==> src/rtl/hs_rr_collector_pkg.sv <==
// ---------------------------------------------------------------------------
// hs_pkg
// Shared definitions for the round-robin req/ack collector slice.
//   ch_state_e  : per-channel handshake state (idle / acknowledging)
//   HS_MAX_NCH  : largest supported channel count
//   HS_DEF_SYNC : default depth of each req synchroniser
//   hs_cw()     : channel-id width for a given channel count
// ---------------------------------------------------------------------------
package hs_pkg;

    typedef enum logic {
        CH_IDLE = 1'b0,
        CH_ACK  = 1'b1
    } ch_state_e;

    localparam int HS_MAX_NCH  = 16;
    localparam int HS_DEF_SYNC = 2;

    // A single channel still needs a one-bit id field, so never return 0.
    function automatic int hs_cw(input int n);
        return (n > 1) ? $clog2(n) : 1;
    endfunction

endpackage

==> src/rtl/hs_rr_collector_if.sv <==
// ---------------------------------------------------------------------------
// hs_rr_collector_if
// Bundles the per-channel 4-phase handshake inputs and the single output
// valid/ready stream of the collector.
//   ch_req    : per-channel level request from the sources
//   ch_data   : per-channel data, channel k at [k*DW +: DW]
//   ch_ack    : per-channel acknowledge back to the sources
//   out_valid : output word present
//   out_ready : consumer accepts the word
//   out_data  : captured word
//   out_ch    : index of the channel that supplied out_data
// Modports:
//   master : the side that drives requests/data and consumes the stream
//   slave  : the collector itself
// ---------------------------------------------------------------------------
interface hs_rr_collector_if
    import hs_pkg::*;
#(
    parameter int DW  = 4,
    parameter int NCH = 4
);

    localparam int CW = hs_cw(NCH);

    logic [NCH-1:0]    ch_req;
    logic [NCH*DW-1:0] ch_data;
    logic [NCH-1:0]    ch_ack;
    logic              out_valid;
    logic              out_ready;
    logic [DW-1:0]     out_data;
    logic [CW-1:0]     out_ch;

    modport master (
        output ch_req,
        output ch_data,
        output out_ready,
        input  ch_ack,
        input  out_valid,
        input  out_data,
        input  out_ch
    );

    modport slave (
        input  ch_req,
        input  ch_data,
        input  out_ready,
        output ch_ack,
        output out_valid,
        output out_data,
        output out_ch
    );

endinterface

==> src/rtl/hs_rr_collector_arbiter.sv <==
// ---------------------------------------------------------------------------
// hs_rr_arbiter
// Round-robin arbiter with an internal rotating pointer. When enabled and at
// least one channel is pending, the first pending channel at or above the
// pointer (wrapping modulo NCH) wins; the pointer then moves to winner+1.
//   clk, rst_n  : clock and asynchronous active-low reset
//   pending     : request vector, one bit per channel
//   enable      : arbitration permitted this cycle (output slot free)
//   grant       : one-hot winner
//   grant_idx   : binary index of the winner
//   grant_valid : a winner exists this cycle
// ---------------------------------------------------------------------------
module hs_rr_arbiter
    import hs_pkg::*;
#(
    parameter int NCH = 4,
    localparam int CW = hs_cw(NCH)
) (
    input  logic           clk,
    input  logic           rst_n,
    input  logic [NCH-1:0] pending,
    input  logic           enable,
    output logic [NCH-1:0] grant,
    output logic [CW-1:0]  grant_idx,
    output logic           grant_valid
);

    logic [CW-1:0] rr_ptr;
    logic [CW-1:0] ptr_next;

    // Scan NCH candidates starting at the pointer; the first pending one
    // found wins and later candidates are ignored.
    always_comb begin
        grant       = '0;
        grant_idx   = '0;
        grant_valid = 1'b0;
        for (int i = 0; i < NCH; i++) begin
            int            j;
            logic [CW-1:0] cand;
            j = int'(rr_ptr) + i;
            if (j >= NCH) begin
                j = j - NCH;
            end
            cand = CW'(j);
            if (enable && !grant_valid && pending[cand]) begin
                grant_valid = 1'b1;
                grant[cand] = 1'b1;
                grant_idx   = cand;
            end
        end
    end

    // The wrap is explicit because NCH need not be a power of two.
    always_comb begin
        ptr_next = rr_ptr;
        if (grant_valid) begin
            if (grant_idx == CW'(NCH - 1)) begin
                ptr_next = '0;
            end else begin
                ptr_next = grant_idx + 1'b1;
            end
        end
    end

    always_ff @(posedge clk or negedge rst_n) begin
        if (!rst_n) begin
            rr_ptr <= '0;
        end else begin
            rr_ptr <= ptr_next;
        end
    end

endmodule

==> src/rtl/hs_rr_collector.sv <==
// ---------------------------------------------------------------------------
// hs_rr_collector
// N-channel 4-phase req/ack receiver. Each request is synchronised into the
// local clock domain, pending channels are arbitrated round-robin, and the
// winner's data is captured into a single output register presented as a
// valid/ready stream tagged with the source channel id.
//   clk   : sole clock
//   rst_n : asynchronous active-low reset
//   bus   : hs_rr_collector_if.slave (ch_req, ch_data, ch_ack,
//           out_valid, out_ready, out_data, out_ch)
// Parameters:
//   DW          : data width per channel
//   NCH         : number of channels (2..HS_MAX_NCH)
//   SYNC_STAGES : flops per req synchroniser; 0 uses req directly
// ---------------------------------------------------------------------------
module hs_rr_collector
    import hs_pkg::*;
#(
    parameter int DW          = 4,
    parameter int NCH         = 4,
    parameter int SYNC_STAGES = HS_DEF_SYNC
) (
    input  logic              clk,
    input  logic              rst_n,
    hs_rr_collector_if.slave  bus
);

    localparam int CW = hs_cw(NCH);

    logic [NCH-1:0] req_s;
    logic [NCH-1:0] pending;
    logic [NCH-1:0] ack_vec;
    logic [NCH-1:0] grant;
    logic [CW-1:0]  grant_idx;
    logic           grant_valid;
    logic           slot_free;
    logic [DW-1:0]  cap_data;

    ch_state_e      state_q [NCH];
    ch_state_e      state_d [NCH];

    logic           out_valid_q;
    logic [DW-1:0]  out_data_q;
    logic [CW-1:0]  out_ch_q;

    // Request synchronisers. With zero stages the sources share our clock
    // and the request is used as-is.
    generate
        if (SYNC_STAGES == 0) begin : g_nosync
            assign req_s = bus.ch_req;
        end else begin : g_sync
            logic [NCH-1:0] sync_q [SYNC_STAGES];

            always_ff @(posedge clk or negedge rst_n) begin
                if (!rst_n) begin
                    for (int s = 0; s < SYNC_STAGES; s++) begin
                        sync_q[s] <= '0;
                    end
                end else begin
                    sync_q[0] <= bus.ch_req;
                    for (int s = 1; s < SYNC_STAGES; s++) begin
                        sync_q[s] <= sync_q[s-1];
                    end
                end
            end

            assign req_s = sync_q[SYNC_STAGES-1];
        end
    endgenerate

    // A channel competes only while idle; once acknowledged it must see its
    // request drop before it can be captured again.
    always_comb begin
        pending = '0;
        ack_vec = '0;
        for (int k = 0; k < NCH; k++) begin
            pending[k] = (state_q[k] == CH_IDLE) && req_s[k];
            ack_vec[k] = (state_q[k] == CH_ACK);
        end
    end

    // The slot can take a new word if it is empty or is being drained now,
    // which lets a drain and a grant share one cycle without a bubble.
    assign slot_free = !out_valid_q || bus.out_ready;

    hs_rr_arbiter #(
        .NCH (NCH)
    ) u_arb (
        .clk         (clk),
        .rst_n       (rst_n),
        .pending     (pending),
        .enable      (slot_free),
        .grant       (grant),
        .grant_idx   (grant_idx),
        .grant_valid (grant_valid)
    );

    // Next-state for every channel: idle moves to ack only when granted,
    // ack returns to idle once the synchronised request has fallen.
    always_comb begin
        for (int k = 0; k < NCH; k++) begin
            state_d[k] = state_q[k];
            case (state_q[k])
                CH_IDLE: begin
                    if (grant[k]) begin
                        state_d[k] = CH_ACK;
                    end
                end
                CH_ACK: begin
                    if (!req_s[k]) begin
                        state_d[k] = CH_IDLE;
                    end
                end
                default: begin
                    state_d[k] = CH_IDLE;
                end
            endcase
        end
    end

    always_ff @(posedge clk or negedge rst_n) begin
        if (!rst_n) begin
            for (int k = 0; k < NCH; k++) begin
                state_q[k] <= CH_IDLE;
            end
        end else begin
            for (int k = 0; k < NCH; k++) begin
                state_q[k] <= state_d[k];
            end
        end
    end

    // Data mux driven by the one-hot grant keeps all slice bounds constant.
    always_comb begin
        cap_data = '0;
        for (int k = 0; k < NCH; k++) begin
            if (grant[k]) begin
                cap_data = bus.ch_data[k*DW +: DW];
            end
        end
    end

    // Output register: a grant always loads a fresh word; otherwise a
    // completed transfer empties the slot but leaves data/id untouched.
    always_ff @(posedge clk or negedge rst_n) begin
        if (!rst_n) begin
            out_valid_q <= 1'b0;
            out_data_q  <= '0;
            out_ch_q    <= '0;
        end else if (grant_valid) begin
            out_valid_q <= 1'b1;
            out_data_q  <= cap_data;
            out_ch_q    <= grant_idx;
        end else if (out_valid_q && bus.out_ready) begin
            out_valid_q <= 1'b0;
        end
    end

    assign bus.ch_ack    = ack_vec;
    assign bus.out_valid = out_valid_q;
    assign bus.out_data  = out_data_q;
    assign bus.out_ch    = out_ch_q;

endmodule

==> src/flat_wrapper.sv <==
// flat-port wrapper written by rule: the top's interface ports become plain ports
module hs_rr_collector_flat import hs_pkg::*;
#(
    parameter int DW          = 4,
    parameter int NCH         = 4,
    parameter int SYNC_STAGES = HS_DEF_SYNC
)
  (clk, rst_n, bus_ch_req, bus_ch_data, bus_out_ready, bus_ch_ack, bus_out_valid, bus_out_data, bus_out_ch);
  hs_rr_collector_if #(.DW(DW), .NCH(NCH)) bus_i ();
  input  logic clk;
  input  logic rst_n;
  input wire logic [$bits(bus_i.ch_req)-1:0] bus_ch_req;
  input wire logic [$bits(bus_i.ch_data)-1:0] bus_ch_data;
  input wire logic [$bits(bus_i.out_ready)-1:0] bus_out_ready;
  output wire logic [$bits(bus_i.ch_ack)-1:0] bus_ch_ack;
  output wire logic [$bits(bus_i.out_valid)-1:0] bus_out_valid;
  output wire logic [$bits(bus_i.out_data)-1:0] bus_out_data;
  output wire logic [$bits(bus_i.out_ch)-1:0] bus_out_ch;
  assign bus_i.ch_req = bus_ch_req;
  assign bus_i.ch_data = bus_ch_data;
  assign bus_i.out_ready = bus_out_ready;
  assign bus_ch_ack = bus_i.ch_ack;
  assign bus_out_valid = bus_i.out_valid;
  assign bus_out_data = bus_i.out_data;
  assign bus_out_ch = bus_i.out_ch;
  hs_rr_collector #(.DW(DW), .NCH(NCH), .SYNC_STAGES(SYNC_STAGES)) u_core (.clk(clk), .rst_n(rst_n), .bus(bus_i));
endmodule
==> config.mk <==
export PLATFORM = sky130hd
export DESIGN_NAME = hs_rr_collector_flat
export DESIGN_NICKNAME = d
export VERILOG_FILES = /design/src/rtl/hs_rr_collector_pkg.sv /design/src/rtl/hs_rr_collector_if.sv /design/src/rtl/hs_rr_collector_arbiter.sv /design/src/rtl/hs_rr_collector.sv /design/src/flat_wrapper.sv
export SDC_FILE = /design/constraint.sdc
export NUM_CORES = 1
export LEC_CHECK = 0
export CORE_AREA = 5 5 58 60
export DETAILED_ROUTE_END_ITERATION = 6
export DIE_AREA = 0 0 63 65
export PLACE_DENSITY = 0.88
export SYNTH_ARGS = -nofsm -noshare
export SYNTH_HDL_FRONTEND = slang
export SYNTH_SLANG_ARGS = --single-unit
==> constraint.sdc <==
create_clock -name clk -period 9.5 [get_ports clk]
set_input_delay 2.375 -clock clk [delete_from_list [all_inputs] [get_ports clk]]
set_output_delay 2.375 -clock clk [all_outputs]
set_load 0.05 [all_outputs]
==> results of run 1 <==
[logic make-up after synthesis]
| kind of cell | after synthesis |
|---|---|
| compound gates | 43 |
| xor+xnor | 1 |
| fa+ha+maj | 5 |
| buf+inv | 13 |
| flops | 21 |
| mux | 7 |
| simple gates | 58 |
[routing by layer]
| layer | track usage [%] | share of wire (%) | vias to the layer above |
|---|---|---|---|
| li1 | - | - | 625 |
| met1 | 25.9 | 44 | 628 |
| met2 | 31.9 | 48 | 55 |
| met3 | 3.64 | 6.7 | 4 |
| met4 | 4.77 | 1.1 | 0 |
| met5 | 0 | 0 | - |
[state kept, by name (all words and copies together), names as in the netlist, named ones only]
signal,cells
u_core.bus.ch_ack,4
u_core.bus.out_ch,2
u_core.bus.out_data,4
u_core.bus.out_valid,1
u_core.g_sync.sync_q,4
u_core.req_s,4
u_core.u_arb.rr_ptr,1
[cell type report]
| type | instances | share of cell area, % |
|---|---|---|
| multi-input cells | 114 | 46.1 |
| flip-flops and latches | 21 | 29.6 |
| repair buffers | 33 | 18.6 |
| well taps | 33 | 2.32 |
| inverters | 9 | 1.90 |
| clock buffers | 3 | 1.27 |
| clock inverters | 1 | 0.282 |
[report_power, final]
group | total [mW] | switching, mW | leakage, nW | internal (mW)
sequential | 0.145 | 0.0291 | 0.254 | 0.116
combinational | 0.403 | 0.242 | 0.467 | 0.161
clock | 0.0452 | 0.0294 | 0.0177 | 0.0158
[how the worst max path moves through the flow]
stage                              from                endpoint  slack (ns)  cells past startpoint
after floorplan           bus_out_ready  u_core.bus.out_data[0]        5.56                      7
after global placement    bus_out_ready  u_core.bus.out_data[1]        4.84                      8
after detailed placement  bus_out_ready  u_core.bus.out_data[3]        4.72                      8
after CTS                 bus_out_ready  u_core.bus.out_data[3]        5.05                      8
after global routing      bus_out_ready  u_core.bus.out_data[3]        4.85                      8
final                     bus_out_ready  u_core.bus.out_data[1]        5.07                      8
[cells in the final DEF (no fill, tap or decap), types with 2 or more instances in the layout]
cell and count:
o31ai_1 5, clkdlybuf4s50_1 33, mux2_2 3, mux2i_1 2
a311oi_1 4, a32o_1 2, o21ai_0 3, mux4_2 2
o21a_1 2, o211ai_1 2, nand2b_1 4, dfrtp_1 21
a211o_1 4, inv_1 8, a211oi_1 2, nand2_1 11
a22oi_1 5, and2_1 2, nor3_1 8, ha_1 5
nor2b_1 4, a31oi_1 4, clkbuf_4 3, or4_1 3
nor2_1 8, nand3_1 7, a21oi_1 3
[worst max-delay path, cell delays in order]
cell and delay, ns:
clkdlybuf4s50_1 0.40, nand2b_1 0.33, and2_1 0.32, and2_0 0.15, a2111oi_0 0.38, nand3_1 0.23, a311oi_1 0.33, o31ai_1 0.11
==> run summary, run 1 <==
largest net degree at the start of global routing = 22
worst hold-check path type = flip-flop to flip-flop
hold endpoint = u_core.req_s[3]
Post-synth top cells = dfrtp_1 (21), nand2_1 (11), inv_1 (8), nor2_1 (8), nor3_1 (8)
leakage power = 0.739 nW
# DRC = 0
layout cells sized above 1 = 9.39%
min-delay src = u_core.g_sync.sync_q[7]
number of max-cap violations = 0
final core area utilization = 61.7%
hold path cells = 0
# fillers = 249
top_reg_cell synth = dfrtp_1
Clock Path Buffers = 2
syn avg cell area = 9.43 µm²
total die area = 4100 µm²
reg2reg end = u_core.bus.out_data[2]
Final Cycle Share = 46.6%
CP max FO = 14
Design Power = 593 µW
GRT overflow = 0
routed len/inst = 17.4 µm
Critical Path End Type = flip-flop
CTS buffer count = 3
die height = 65 µm
IO buf count = 33
post-synthesis sequential area ratio = 37.7%
Initial Util = 48.5%
DP Worst Slack = 4.72 ns
area of the multi-input gates = 818 µm²
Gate Count Post-Synth = 148
Slew HR = 37.0%
GP Congestion = 0.973
Hold-fix buffers, CTS = 0
top post-synthesis cells by area = dfrtp_1 (38%), ha_1 (4.5%), mux4_2 (3.2%)
first-pass GRT wire length = 6440 µm
Final Hold Vio Count = 0
routed wire length = 3720 µm
Least-Margin Pin Slew = 0.942 ns
area post-placement = 1750 µm²
Final #Nets = 210
EDFF count, synth = 0
ant diodes = 0
Crit Path Class = primary input to flip-flop
synth unique cells = 47
row count = 20
Reg clk slew, reported paths = 0.13 ns
setup TNS = 0 ns
post-synth top area share = 37.7%
Synth Warn # = 0
Synth-to-Final Area Change = 27.4%
Max VDD drop = 207 µV
Vias/cell = 6.13
Layout Skew = 0.00630 ns
post-layout min period = 4.43 ns
Adder-Cell Fraction of Synth Area = 4.48%
FF+latch count, synth = 21
main combinational cell family by area after synthesis = compound AO/OA/AOI/OAI gates
unrepaired setup endpoints after global routing = no
setup ws final = 5.07 ns
Layout Cells excl Fill = 214
area leader, netlist = dfrtp_1
Design Area, Final = 1780 µm²
Starting DRT DRC Count = 91
CTS Sinks = 21
compound-gate portion of the synthesized area = 23.5%
vias in the first global route = 1,299
Reg area = 526 µm²
drt first pass iters = 4
Core Region = 2880 µm²
io pins = 34
CTS tree = yes
width of the chip = 63 µm
worst skew pair latency = 0.32 ns
Critical Path RT = 9.71 ns
syn_nets = 176
Cell Area, Synth = 1400 µm²
ys async rst share = 100%
Synth Area in XOR/XNOR = 0.628%
WP data arrival = 4.64 ns
most frequent cell after synthesis = dfrtp_1
path depth of the worst reg2reg path = 8
pwr/cell area = 333 nW/µm²
mux cell area share after synthesis = 7.09%
final setup vio count = 0
Final Slew Violations = 0
HPWL after DPL = 2930 µm
Simple-Gate Fraction of Synth Area = 23.0%
setup repair bufs after CTS = 0
worst hold margin = 0.363 ns
status = finished clean
Setup crit start kind = primary input
Root Driver = clkbuf_4
all-layer global routing usage = 19.3%
antenna-violating nets left = 0
via count = 1,312
Max Freq = 226 MHz
placed cells = 210
FF-to-FF setup slack = 6.09 ns
CTS resizes = 0
CTS H-tree lvls = 1
initial antenna violation count = 0
No activity file was read; power rests on OpenSTA's default activity.
==> run 2: changes to the inputs <==
- CORE_AREA: 5 5 58 60 -> 5 5 63 65
- DIE_AREA: 0 0 63 65 -> 0 0 68 70
- PLACE_DENSITY: 0.88 -> 0.79
- clock period: 9.5 -> 3.7 ns (I/O delays scaled with it)
==> run summary, run 2 (synthesis gave the netlist of run 1 again) <==
status = finished clean (unchanged)
IO buf count = 33 (unchanged)
pwr/cell area = 850 nW/µm² (was 333 nW/µm²)
Layout Skew = 0.000787 ns (was 0.00630 ns)
Final Slew Violations = 0 (unchanged)
Initial Util = 42.5% (was 48.5%)
antenna-violating nets left = 0 (unchanged)
DP Worst Slack = 0.369 ns (was 4.72 ns)
GRT overflow = 0 (unchanged)
die height = 70 µm (was 65 µm)
Critical Path RT = 3.90 ns (was 9.71 ns)
HPWL after DPL = 2880 µm (was 2930 µm)
CTS Sinks = 21 (unchanged)
via count = 1,331 (was 1,312)
largest net degree at the start of global routing = 22 (unchanged)
Crit Path Class = flip-flop to flip-flop (was primary input to flip-flop)
area of the multi-input gates = 818 µm² (unchanged)
Hold-fix buffers, CTS = 0 (unchanged)
Clock Path Buffers = 2 (unchanged)
hold endpoint = u_core.req_s[0] (was u_core.req_s[3])
drt first pass iters = 4 (unchanged)
commonest non-fill, non-tap cells in the layout = clkdlybuf4s50_1 (33), dfrtp_1 (21), nand2_1 (11) (unchanged)
reg2reg end = u_core.bus.out_data[1] (was u_core.bus.out_data[2])
worst skew pair latency = 0.31 ns (was 0.32 ns)
first-pass GRT wire length = 6110 µm (was 6440 µm)
CTS buffer count = 3 (unchanged)
Setup crit start kind = flip-flop (was primary input)
CTS H-tree lvls = 1 (unchanged)
row count = 21 (was 20)
layout cells sized above 1 = 10.4% (was 9.39%)
CTS tree = yes (unchanged)
Final #Nets = 212 (was 210)
Reg clk slew, reported paths = 0.12 ns (was 0.13 ns)
Root Driver = clkbuf_4 (unchanged)
Least-Margin Pin Slew = 0.955 ns (was 0.942 ns)
Starting DRT DRC Count = 80 (was 91)
Synth-to-Final Area Change = 29.6% (was 27.4%)
setup ws final = 0.616 ns (was 5.07 ns)
most common cell after layout, fill and taps aside = clkdlybuf4s50_1 (unchanged)
Max VDD drop = 372 µV (was 207 µV)
io pins = 34 (unchanged)
FF-to-FF setup slack = 0.62 ns (was 6.09 ns)
Final Hold Vio Count = 0 (unchanged)
vias in the first global route = 1,301 (was 1,299)
hold path cells = 0 (unchanged)
final setup vio count = 0 (unchanged)
worst hold-check path type = flip-flop to flip-flop (unchanged)
Core Region = 3280 µm² (was 2880 µm²)
setup repair bufs after CTS = 0 (unchanged)
total die area = 4760 µm² (was 4100 µm²)
all-layer global routing usage = 16.2% (was 19.3%)
Max Freq = 324 MHz
routed wire length = 3650 µm (was 3720 µm)
unrepaired setup endpoints after global routing = no (unchanged)
WP data arrival = 3.29 ns (was 4.64 ns)
Critical Path End Type = flip-flop (unchanged)
min-delay src = u_core.g_sync.sync_q[4] (was u_core.g_sync.sync_q[7])
width of the chip = 68 µm (was 63 µm)
number of max-cap violations = 0 (unchanged)
Vias/cell = 5.81 (was 6.13)
GP Congestion = 0.980 (was 0.973)
Final Cycle Share = 83.3%
initial antenna violation count = 0 (unchanged)
post-layout min period = 3.08 ns
Slew HR = 36.2% (was 37.0%)
ant diodes = 0 (unchanged)
path depth of the worst reg2reg path = 8 (unchanged)
setup TNS = 0 ns (unchanged)
CTS resizes = 0 (unchanged)
Reg area = 526 µm² (unchanged)
leakage power = 0.748 nW (was 0.739 nW)
routed len/inst = 15.9 µm (was 17.4 µm)
# fillers = 308 (was 249)
CP max FO = 10 (was 14)
# DRC = 0 (unchanged)
## run 2: changes by cell type in the layout (fill, tap and decap cells not counted), sizes merged
cell / change
buf: +2
## run 2: layout make-up
type,count,share of cell area (%)
sequential,21,29.1
tap,46,3.18
clock buffer,3,1.25
multi-input combinational,114,45.3
timing repair buffer,35,19.1
inverter,9,1.87
clock inverter,1,0.277
## run 2: routing by layer
layer | global-route usage (%) | vias to the layer above | share of wire (%)
met2 | 27.4 | 52 | 51
li1 | - | 630 | -
met5 | 0 | - | 0
met3 | 3.37 | 6 | 6.6
met4 | 3.31 | 0 | 0.96
met1 | 20.9 | 643 | 41
## run 2: metrics by stage
| step | area, µm² | hold slack (ns) | power (mW) | instances | utilization, % |
|---|---|---|---|---|---|
| 2_1_floorplan | 1400 | 0.331 | 1.13 | 148 | - |
| 3_3_place_gp | 1780 | 0.333 | 1.39 | 225 | 54.2 |
| 3_5_place_dp | 1780 | 0.335 | 1.42 | 225 | 54.2 |
| 4_1_cts | 1810 | 0.364 | 1.53 | 229 | 55.0 |
| 5_1_grt | 1810 | 0.374 | 1.66 | 229 | 55.0 |
| 6_report | 1810 | 0.363 | 1.54 | 229 | 55.0 |
## run 2: where the power goes
| part | internal (mW) | switching (mW) | leakage (nW) |
|---|---|---|---|
| clock network | 0.0404 | 0.0733 | 0.0177 |
| logic | 0.428 | 0.656 | 0.476 |
| registers | 0.297 | 0.0427 | 0.254 |
## run 2: worst max path at each step
stage / end / from / slack (ns)
after CTS: u_core.bus.out_data[1] / flip-flop / 0.64
after floorplan: u_core.bus.out_data[0] / u_core.u_arb.rr_ptr[1] / 0.67
final: u_core.bus.out_data[1] / flip-flop / 0.62
after global placement: u_core.bus.out_data[2] / bus_out_ready / 0.48
after global routing: u_core.bus.out_data[1] / flip-flop / 0.44
after detailed placement: u_core.bus.out_data[1] / bus_out_ready / 0.37
## run 2: worst max-delay path: stages, from the launching register on
cell and delay (ns):
dfrtp_1 0.39, inv_2 0.11, ha_1 0.46, mux4_2 0.62, nor2b_4 0.19, a32o_1 0.23, a211o_1 0.36, or2_4 0.30
o31ai_1 0.32
